## config.mk

```make
export PLATFORM = sky130hd
export DESIGN_NAME = mem_access_stage
export DESIGN_NICKNAME = d
export VERILOG_FILES = /design/src/rtl/mem_access_stage.sv
export SDC_FILE = /design/constraint.sdc
export NUM_CORES = 1
export LEC_CHECK = 0
export ABC_AREA = 1
export BUFFER_PORTS_ARGS = -buffer_cell sky130_fd_sc_hd__buf_4
export CORE_MARGIN = 3
export CORE_UTILIZATION = 34
export DETAILED_ROUTE_END_ITERATION = 10
export GPL_TIMING_DRIVEN = 0
export PLACE_DENSITY = 0.7
export SLEW_MARGIN = 20
export SYNTH_ARGS = -nofsm -noshare
export SYNTH_HDL_FRONTEND = slang
export SYNTH_SLANG_ARGS = --single-unit
```

## constraint.sdc

```tcl
create_clock -name clk -period 2.28 [get_ports clk]
set_clock_uncertainty 0.2 [all_clocks]
set_input_delay 0.456 -clock clk [delete_from_list [all_inputs] [get_ports clk]]
set_output_delay 0.456 -clock clk [all_outputs]
set_load 0.005 [all_outputs]
```

## src/rtl/mem_access_stage.sv

```systemverilog
// Memory-access pipeline stage: issues data-SRAM loads/stores, aligns/extends load data, hands off to MEM_WB.
// Optional MEM_ALE_EN: misaligned half/word accesses skip the bus and raise out_ale.
module mem_access_stage #(
    parameter int ADDR_W = 32,
    parameter int DATA_W = 32
) (
    input  logic              clk,
    input  logic              rst,
    input  logic              ls_valid,
    output logic              ts_ready,
    output logic              ts_valid,
    input  logic              ns_ready,
    input  logic              flush,
    input  logic [31:0]       in_pc,
    input  logic [31:0]       in_inst,
    input  logic [DATA_W-1:0] in_alu_result,
    input  logic [DATA_W-1:0] in_store_data,
    input  logic [3:0]        in_mem_op,
    input  logic [4:0]        in_rw_addr,
    input  logic              in_rw_en,
    output logic              data_req,
    output logic              data_wr,
    output logic [1:0]        data_size,
    output logic [3:0]        data_wstrb,
    output logic [ADDR_W-1:0] data_addr,
    output logic [DATA_W-1:0] data_wdata,
    input  logic              data_addr_ok,
    input  logic              data_data_ok,
    input  logic [DATA_W-1:0] data_rdata,
    output logic [31:0]       out_pc,
    output logic [31:0]       out_inst,
    output logic [DATA_W-1:0] out_rw_data,
    output logic [4:0]        out_rw_addr,
    output logic              out_rw_en
`ifdef MEM_ALE_EN
    ,
    output logic              out_ale
`endif
);

    typedef enum logic [2:0] {
        ST_IDLE   = 3'd0,
        ST_REQ    = 3'd1,
        ST_WAIT   = 3'd2,
        ST_DONE   = 3'd3,
        ST_CANCEL = 3'd4
    } state_t;

    localparam logic [3:0] OP_LDB  = 4'd1;
    localparam logic [3:0] OP_LDH  = 4'd2;
    localparam logic [3:0] OP_LDW  = 4'd3;
    localparam logic [3:0] OP_LDBU = 4'd4;
    localparam logic [3:0] OP_LDHU = 4'd5;
    localparam logic [3:0] OP_STB  = 4'd6;
    localparam logic [3:0] OP_STH  = 4'd7;
    localparam logic [3:0] OP_STW  = 4'd8;

    function automatic logic is_load(input logic [3:0] op);
        case (op)
            OP_LDB, OP_LDH, OP_LDW, OP_LDBU, OP_LDHU: return 1'b1;
            default:                                  return 1'b0;
        endcase
    endfunction

    function automatic logic is_store(input logic [3:0] op);
        case (op)
            OP_STB, OP_STH, OP_STW: return 1'b1;
            default:                return 1'b0;
        endcase
    endfunction

    function automatic logic [1:0] op_size(input logic [3:0] op);
        case (op)
            OP_LDH, OP_LDHU, OP_STH: return 2'd1;
            OP_LDW, OP_STW:          return 2'd2;
            default:                 return 2'd0;
        endcase
    endfunction

`ifdef MEM_ALE_EN
    function automatic logic misaligned(input logic [3:0] op, input logic [1:0] a);
        case (op_size(op))
            2'd1:    return a[0];
            2'd2:    return (a != 2'd0);
            default: return 1'b0;
        endcase
    endfunction
`endif

    function automatic logic [ADDR_W-1:0] align_addr(input logic [ADDR_W-1:0] addr, input logic [1:0] size);
        case (size)
            2'd1:    return {addr[ADDR_W-1:1], 1'b0};
            2'd2:    return {addr[ADDR_W-1:2], 2'b00};
            default: return addr;
        endcase
    endfunction

    function automatic logic [3:0] store_wstrb(input logic [3:0] op, input logic [1:0] a);
        case (op)
            OP_STB:  return 4'b0001 << a;
            OP_STH:  return a[1] ? 4'b1100 : 4'b0011;
            OP_STW:  return 4'b1111;
            default: return 4'b0000;
        endcase
    endfunction

    function automatic logic [DATA_W-1:0] store_wdata(input logic [3:0] op, input logic [DATA_W-1:0] d);
        case (op)
            OP_STB:  return {4{d[7:0]}};
            OP_STH:  return {2{d[15:0]}};
            default: return d;
        endcase
    endfunction

    function automatic logic [DATA_W-1:0] load_data(input logic [3:0] op, input logic [1:0] a,
                                                    input logic [DATA_W-1:0] rdata);
        logic [7:0]  b;
        logic [15:0] h;
        b = rdata[{a, 3'b000} +: 8];
        h = a[1] ? rdata[31:16] : rdata[15:0];
        case (op)
            OP_LDB:  return {{(DATA_W-8){b[7]}}, b};
            OP_LDBU: return {{(DATA_W-8){1'b0}}, b};
            OP_LDH:  return {{(DATA_W-16){h[15]}}, h};
            OP_LDHU: return {{(DATA_W-16){1'b0}}, h};
            default: return rdata;
        endcase
    endfunction

    state_t              state_r, state_nxt_s, accept_tgt_s;
    logic                accept_s, load_done_s, ale_s, in_is_mem_s, in_is_store_s;
    logic [3:0]          op_r;
    logic [1:0]          addr_lo_r;
    logic                ts_valid_r, data_req_r, data_wr_r, out_rw_en_r, out_ale_r;
    logic [1:0]          data_size_r;
    logic [3:0]          data_wstrb_r;
    logic [ADDR_W-1:0]   data_addr_r;
    logic [DATA_W-1:0]   data_wdata_r, out_rw_data_r;
    logic [31:0]         out_pc_r, out_inst_r;
    logic [4:0]          out_rw_addr_r;

`ifdef MEM_ALE_EN
    assign ale_s   = misaligned(in_mem_op, in_alu_result[1:0]);
    assign out_ale = out_ale_r;
`else
    assign ale_s   = 1'b0;
`endif

    assign in_is_store_s = is_store(in_mem_op);
    assign in_is_mem_s   = is_load(in_mem_op) | in_is_store_s;
    assign ts_ready      = (state_r == ST_IDLE) | ((state_r == ST_DONE) & ns_ready);
    assign accept_s      = ls_valid & ts_ready & ~flush;
    assign load_done_s   = ~flush & is_load(op_r) &
                           (((state_r == ST_REQ) & data_addr_ok & data_data_ok) |
                            ((state_r == ST_WAIT) & data_data_ok));

    assign ts_valid    = ts_valid_r;
    assign data_req    = data_req_r;
    assign data_wr     = data_wr_r;
    assign data_size   = data_size_r;
    assign data_wstrb  = data_wstrb_r;
    assign data_addr   = data_addr_r;
    assign data_wdata  = data_wdata_r;
    assign out_pc      = out_pc_r;
    assign out_inst    = out_inst_r;
    assign out_rw_data = out_rw_data_r;
    assign out_rw_addr = out_rw_addr_r;
    assign out_rw_en   = out_rw_en_r;

    // Next-state logic; a flush with a bus beat still owed parks in CANCEL to swallow it.
    always_comb begin
        state_nxt_s  = state_r;
        accept_tgt_s = (in_is_mem_s & ~ale_s) ? ST_REQ : ST_DONE;
        case (state_r)
            ST_IDLE: begin
                if (accept_s) state_nxt_s = accept_tgt_s;
                else          state_nxt_s = ST_IDLE;
            end
            ST_REQ: begin
                if (flush) begin
                    if (data_data_ok)      state_nxt_s = ST_IDLE;
                    else if (data_addr_ok) state_nxt_s = ST_CANCEL;
                    else                   state_nxt_s = ST_IDLE;
                end else if (data_addr_ok) begin
                    state_nxt_s = data_data_ok ? ST_DONE : ST_WAIT;
                end else begin
                    state_nxt_s = ST_REQ;
                end
            end
            ST_WAIT: begin
                if (flush)             state_nxt_s = data_data_ok ? ST_IDLE : ST_CANCEL;
                else if (data_data_ok) state_nxt_s = ST_DONE;
                else                   state_nxt_s = ST_WAIT;
            end
            ST_DONE: begin
                if (flush)         state_nxt_s = ST_IDLE;
                else if (accept_s) state_nxt_s = accept_tgt_s;
                else if (ns_ready) state_nxt_s = ST_IDLE;
                else               state_nxt_s = ST_DONE;
            end
            ST_CANCEL: begin
                if (data_data_ok) state_nxt_s = ST_IDLE;
                else              state_nxt_s = ST_CANCEL;
            end
            default: state_nxt_s = ST_IDLE;
        endcase
    end

    // State, handshake outputs, and instruction/bus fields latched on accept.
    always_ff @(posedge clk) begin
        if (!rst) begin
            state_r       <= ST_IDLE;
            ts_valid_r    <= 1'b0;
            data_req_r    <= 1'b0;
            data_wr_r     <= 1'b0;
            data_size_r   <= 2'd0;
            data_wstrb_r  <= 4'd0;
            data_addr_r   <= '0;
            data_wdata_r  <= '0;
            op_r          <= 4'd0;
            addr_lo_r     <= 2'd0;
            out_pc_r      <= 32'd0;
            out_inst_r    <= 32'd0;
            out_rw_data_r <= '0;
            out_rw_addr_r <= 5'd0;
            out_rw_en_r   <= 1'b0;
            out_ale_r     <= 1'b0;
        end else begin
            state_r    <= state_nxt_s;
            ts_valid_r <= (state_nxt_s == ST_DONE);
            data_req_r <= (state_nxt_s == ST_REQ);
            if (accept_s) begin
                op_r          <= in_mem_op;
                addr_lo_r     <= in_alu_result[1:0];
                out_pc_r      <= in_pc;
                out_inst_r    <= in_inst;
                out_rw_data_r <= in_alu_result;
                out_rw_addr_r <= in_rw_addr;
                out_rw_en_r   <= in_rw_en & ~in_is_store_s & ~ale_s;
                out_ale_r     <= ale_s;
                data_wr_r     <= in_is_store_s;
                data_size_r   <= op_size(in_mem_op);
                data_wstrb_r  <= store_wstrb(in_mem_op, in_alu_result[1:0]);
                data_wdata_r  <= store_wdata(in_mem_op, in_store_data);
                data_addr_r   <= align_addr(in_alu_result[ADDR_W-1:0], op_size(in_mem_op));
            end else if (load_done_s) begin
                out_rw_data_r <= load_data(op_r, addr_lo_r, data_rdata);
            end
        end
    end

endmodule

```

==> impl_metrics.json, run 1 <==
{
  "result_of_the_run": "finished clean",
  "cts.htree.levels": 4,
  "timing.final.ws_setup_ns": 0.181,
  "port_buffers": 351,
  "path_class": "in2reg",
  "number_of_antenna_violations_at_the_first_check_in_global_routing": 0,
  "worst_setup_slack_for_register_to_register_paths_ns": 0.19,
  "drive_gt1_share_pct": 29.0,
  "ant_nets_after_route": 0,
  "finalNetCount": 1691,
  "worstSkewPairLatency_ns": 0.43,
  "initial_core_util_pct": 34.9,
  "clkSinkCount": 184,
  "finalHoldViolCount": 0,
  "cts_tree": "built",
  "post-route-period-util_pct": 92.1,
  "most_frequent_standard_cell_in_the_layout_excluding_fill_and_tap_cells": "nand2_1",
  "floorplan.die_area_um2": 25400,
  "grt_max_degree": 20,
  "maxSlewViolCount": 0,
  "grt_first_pass_wirelength_um": 50200,
  "rsz0062_at_grt": "false",
  "p_leak_nw": 5.44,
  "groute.usage.overall_pct": 24.9,
  "antenna_cells": 0,
  "synth.cell_area_um2": 7980,
  "die_height_um": 159,
  "syn_inst": 1142,
  "post_drt_via_cell_ratio": 5.02,
  "final-instance-count-excl-fill": 1838,
  "max_freq_mhz": 476,
  "slew_at_the_pin_with_the_worst_max_slew_slack_ns": 0.792,
  "wirelength_routed_um": 32700,
  "worst_hold_path_startpoint": "in_pc[12]",
  "hpwl_um": 25400,
  "area_growth_pct": 45.9,
  "grt_remaining_overflow": 0,
  "clk_pin_slew_worst_paths_ns": 0.08,
  "finalSetupViolCount": 0,
  "synthesis.area_per_instance_um2": 6.99,
  "design.core.area_um2": 22800,
  "final_cell_mix": "nand2_1 (400), buf_4 (353), a21oi_1 (195)",
  "cp_max_fo": 10,
  "synth_enable_flop_cells": 0,
  "core.rowCount": 55,
  "maxSlewHeadroom_pct": 47.2,
  "routed_vias": 9233,
  "power.density_cell_area_nw_per_um2": 724,
  "timing.hold.worst.class": "in2reg",
  "post_place_worst_slack_ns": -0.351,
  "postCtsSetupRepairBufs": 0,
  "synth_async_sr_flop_share_pct": 0,
  "synthFlopType": "dfxtp_1",
  "synth.yosys.seq_area_share_pct": 46.1,
  "finalWeightedCongestion": 0.925,
  "timing.final.crit_period_ns": 2.10,
  "first_global_vias": 8965,
  "ys_warn_count": 0,
  "yosys_register_bits": 184,
  "regToRegStartpoint": "state_r[2]",
  "route.detailed.drc": 0,
  "firstDrtPassIters": 8,
  "synth_nets": 1321,
  "startpoint_types": "input pin",
  "die_width_um": 159,
  "cap_violations": 0,
  "detail_route.iter0.violations": 588,
  "cts-root-to-sink-buffers": 2,
  "wp_data_required_ns": 2.35,
  "arrival_ns": 2.17,
  "routed_wire_length_per_instance_um": 17.8,
  "clk_root_buffer_cell": "clkbuf_16",
  "startpoint": "rst",
  "post-place-cells": 1806,
  "setup.worst_path.end_class": "flip-flop",
  "top_level_ports": 353,
  "synth.lib_cells_used.distinct": 32,
  "max-vdd-ir-drop_mv": 0.459,
  "cts_made_buffers": 17
}
==> worst paths after layout <==
kind | end | cells past startpoint
min reg2reg | out_rw_addr[2] | 2
max reg2reg | data_wdata[22] | 8
min | out_pc[12] | 3
max | addr_lo_r[1] | 5
==> Yosys cell counts (2+ instances only) <==
master    number  area, µm²
nand4_1        2       12.5
nand3b_1       7       52.6
nand2_1      401       1510
nand3_2        2       20.0
o211ai_1       9       67.6
buf_4          2       15.0
clkinv_1       2       7.51
o21ai_0       97        485
a31oi_1        8       50.1
ha_1           2       25.0
or2_2          3       18.8
inv_2          3       11.3
o21ai_1       11       55.1
nand3_1       28        140
a21oi_1      195        976
dfxtp_1      184       3680
nor2_1        40        150
nor3_1        12       60.1
inv_1         50        188
buf_2         34        170
clkbuf_1      31        116
buf_6          9        101
==> logic make-up after synthesis <==
logic type | synth area share (%)
buf+inv | 7.74
xor+xnor | 0.110
fa+ha+maj | 0.313
flops | 46.1
simple gates | 24.8
compound gates | 20.9
==> power breakdown <==
group | internal, mW | switching, mW
Sequential | 3.43 | 0.120
Combinational | 0.765 | 0.920
Clock | 1.70 | 1.50
Total | 5.89 | 2.54
==> stage by stage <==
stage	utilization [%]	cell area, µm²	power (mW)	setup TNS [ns]	hold slack, ns
floorplan	-	7980	4.39	0	0.245
global placement	48.2	11000	5.28	-9.64	0.252
detailed placement	48.2	11000	5.30	-13.81	0.256
CTS	51.0	11600	8.48	0	0.0488
global route	51.0	11600	8.79	0	0.0566
finish	51.0	11600	8.43	0	0.0666
==> registers in the layout, indices dropped and copies added, names as in the netlist <==
signal	cells
out_inst	32
ts_valid	1
out_rw_data	32
addr_lo_r	2
data_size	2
data_wr	1
data_addr	32
op_r	4
out_rw_en	1
state_r	3
data_req	1
data_wstrb	4
data_wdata	32
out_pc	32
out_rw_addr	5
==> repair_timing <==
| item | 4_1_cts | 5_1_grt |
|---|---|---|
| gates resized for setup | 0 | 4 |
| hold buffers | 0 | 0 |
| setup endpoints to repair | 0 | 33 |
==> layout make-up <==
class | instances | area [µm²]
Fill cell | 2304 | 11200
Multi-Input combinational cell | 825 | 3680
Sequential cell | 184 | 3680
Timing Repair Buffer | 351 | 2640
Clock buffer | 17 | 425
Buffer | 78 | 413
Tap cell | 313 | 392
Inverter | 55 | 209
Clock inverter | 15 | 206
==> per-layer routing <==
layer  up-vias  track usage [%]  routed length, µm
met4         0             8.64                945
met3        69             7.15               2960
met5         -                0                  0
met2       433             42.5              15700
met1      4240             30.0              13100
li1       4491                -                  -
==> critical path: stages <==
cell and delay, ns:
clkbuf_1 0.26, inv_1 0.17, clkbuf_1 0.53, clkbuf_1 0.67, a21oi_1 0.08
Note: power is estimated with default switching activity, not from simulation.
==> run 2, diff against run 1 <==
- PLACE_DENSITY: 0.7 -> 0.71
==> impl_metrics.json, run 2 (synthesis results as in run 1) <==
{
  "timing.final.ws_setup_ns": 0.144,
  "timing.final.crit_period_ns": 2.14,
  "timing.critical_path.slowest_stage_cell": "o21ai_0",
  "power.density_cell_area_nw_per_um2": 711,
  "top_level_ports": 353,
  "post-place-cells": 1806,
  "cts_made_buffers": 17,
  "maxSlewViolCount": 0,
  "floorplan.die_area_um2": 25400,
  "max-vdd-ir-drop_mv": 0.458,
  "most_frequent_standard_cell_in_the_layout_excluding_fill_and_tap_cells": "nand2_1",
  "cts-root-to-sink-buffers": 2,
  "first_global_vias": 8858,
  "timing.hold.worst.class": "in2reg",
  "max_freq_mhz": 468,
  "slew_at_the_pin_with_the_worst_max_slew_slack_ns": 0.703,
  "final-instance-count-excl-fill": 1838,
  "depth_of_the_worst_register_to_register_path": 7,
  "drive_gt1_share_pct": 28.9,
  "rr_endpoint": "out_rw_data[16]",
  "worstHoldEndpoint": "out_pc[26]",
  "maxSlewHeadroom_pct": 53.1,
  "die_width_um": 159,
  "worst_setup_slack_for_register_to_register_paths_ns": 0.14,
  "clock_network_power_share_pct": 36.6,
  "switching_share_pct": 31.3,
  "route.detailed.drc": 0,
  "post_drt_via_cell_ratio": 5.02,
  "port_buffers": 351,
  "whs_path_depth": 3,
  "detail_route.iter0.violations": 616,
  "wp_data_required_ns": 2.40,
  "finalNetCount": 1691,
  "switching_component_of_the_power_mw": 2.59,
  "clkSinkCount": 184,
  "grt_remaining_overflow": 0,
  "ant_nets_after_route": 0,
  "rsz0062_at_grt": "false",
  "number_of_antenna_violations_at_the_first_check_in_global_routing": 0,
  "area_growth_pct": 45.6,
  "holdBufCountCts": 0,
  "grt_max_degree": 21,
  "result_of_the_run": "finished clean",
  "final_cell_mix": "nand2_1 (400), buf_4 (353), a21oi_1 (195)",
  "hpwl_um": 25400,
  "comb_power_share_pct": 20.4,
  "slowest_stage_delay_cp_ns": 0.34,
  "cap_violations": 0,
  "antenna_cells": 0,
  "cts_tree": "built",
  "startpoint_types": "flip-flop",
  "grt_first_pass_wirelength_um": 49800,
  "cts.htree.levels": 4,
  "cp_max_fo": 10,
  "clk_root_buffer_cell": "clkbuf_16",
  "fin_util_pct": 50.9,
  "wirelength_routed_um": 32800,
  "core.rowCount": 55,
  "path_class": "reg2reg",
  "groute.usage.overall_pct": 24.8,
  "crit_chain": "nor2_1 -> nand2_1 -> nand2_1 -> buf_2 -> nor3_1 -> o21ai_0 -> a21oi_1",
  "power.internal_mw": 5.68,
  "postCtsSetupRepairBufs": 0,
  "worstSkewPairLatency_ns": 0.44,
  "die_height_um": 159,
  "firstDrtPassIters": 5,
  "finalWeightedCongestion": 0.948,
  "regToRegStartpoint": "op_r[3]",
  "clk_pin_slew_worst_paths_ns": 0.08,
  "routed_vias": 9227,
  "setup.worst_path.end_class": "flip-flop",
  "finalSetupTns_ns": 0,
  "postPlaceCellArea_um2": 11000,
  "post_place_worst_slack_ns": -0.234,
  "timing.critical_path.mode_cell": "nand2_1",
  "finalSetupViolCount": 0,
  "post-route-period-util_pct": 93.7,
  "arrival_ns": 2.25,
  "routed_wire_length_per_instance_um": 17.8,
  "post-route-cell-area_um2": 11600,
  "p_leak_nw": 5.41,
  "worst_hold_path_startpoint": "in_pc[26]",
  "seq_power_share_pct": 43.0,
  "finalHoldViolCount": 0,
  "initial_core_util_pct": 34.9,
  "design.core.area_um2": 22800
}
-- run 2: cell count changes in the layout (fill, tap and decap cells not counted), moves of 2 or more --
| cell | previous run | this run |
|---|---|---|
| clkinv_8 | 3 | 5 |
| bufinv_16 | 2 | 0 |
| clkinv_4 | 1 | 5 |
| clkinv_2 | 2 | 0 |
| inv_8 | 4 | 2 |
-- run 2: how the worst max path moves through the flow --
stage            startpoint               to
2_1_floorplan  in_mem_op[0]     data_addr[1]
3_3_place_gp            rst          data_wr
3_5_place_dp            rst    data_addr[29]
4_1_cts          state_r[0]   data_wdata[26]
5_1_grt             op_r[1]   out_rw_data[0]
6_report            op_r[3]  out_rw_data[16]
-- run 2: timing repair --
item                       4_1_cts  5_1_grt
hold endpoints to repair         0        0
setup endpoints to repair        0       17
resized for setup                0        3
-- run 2: stage by stage --
stage	hold slack [ns]	power (mW)
2_1_floorplan	0.245	4.39
3_3_place_gp	0.252	5.28
3_5_place_dp	0.257	5.30
4_1_cts	0.0502	8.30
5_1_grt	0.0498	8.63
6_report	0.0629	8.27
-- run 2: worst max-delay path: cells and delay by family, from the launching register on --
family | cells | cell delay, ns
DFF | 1 | 0.33
buffers and inverters | 1 | 0.24
AOI/OAI and AO/OA | 2 | 0.45
and+or+nand+nor | 4 | 0.81
-- run 2: routing by layer --
layer	global-route usage [%]	part of all wire [%]	vias up
met3	6.37	8.7	47
met4	6.57	1.8	0
met1	30.3	41	4261
met5	0	0	-
li1	-	-	4480
met2	43.4	49	439
-- run 2: cell type report --
type                            count  area [µm²]
Fill cell                        2299       11200
Multi-Input combinational cell    825        3680
Sequential cell                   184        3680
Inverter                           55         209
Clock inverter                     15         180
Clock buffer                       17         425
Tap cell                          313         392
Buffer                             78         414
Timing Repair Buffer              351        2640
-- run 2: power by group through the flow --
stage	combinational, mW	clock (mW)	sequential, mW
4_1_cts	1.69	3.07	3.55
2_1_floorplan	0.765	0	3.62
3_3_place_gp	1.66	0	3.62
3_5_place_dp	1.68	0	3.62
5_1_grt	1.85	3.21	3.58
6_report	1.69	3.02	3.55
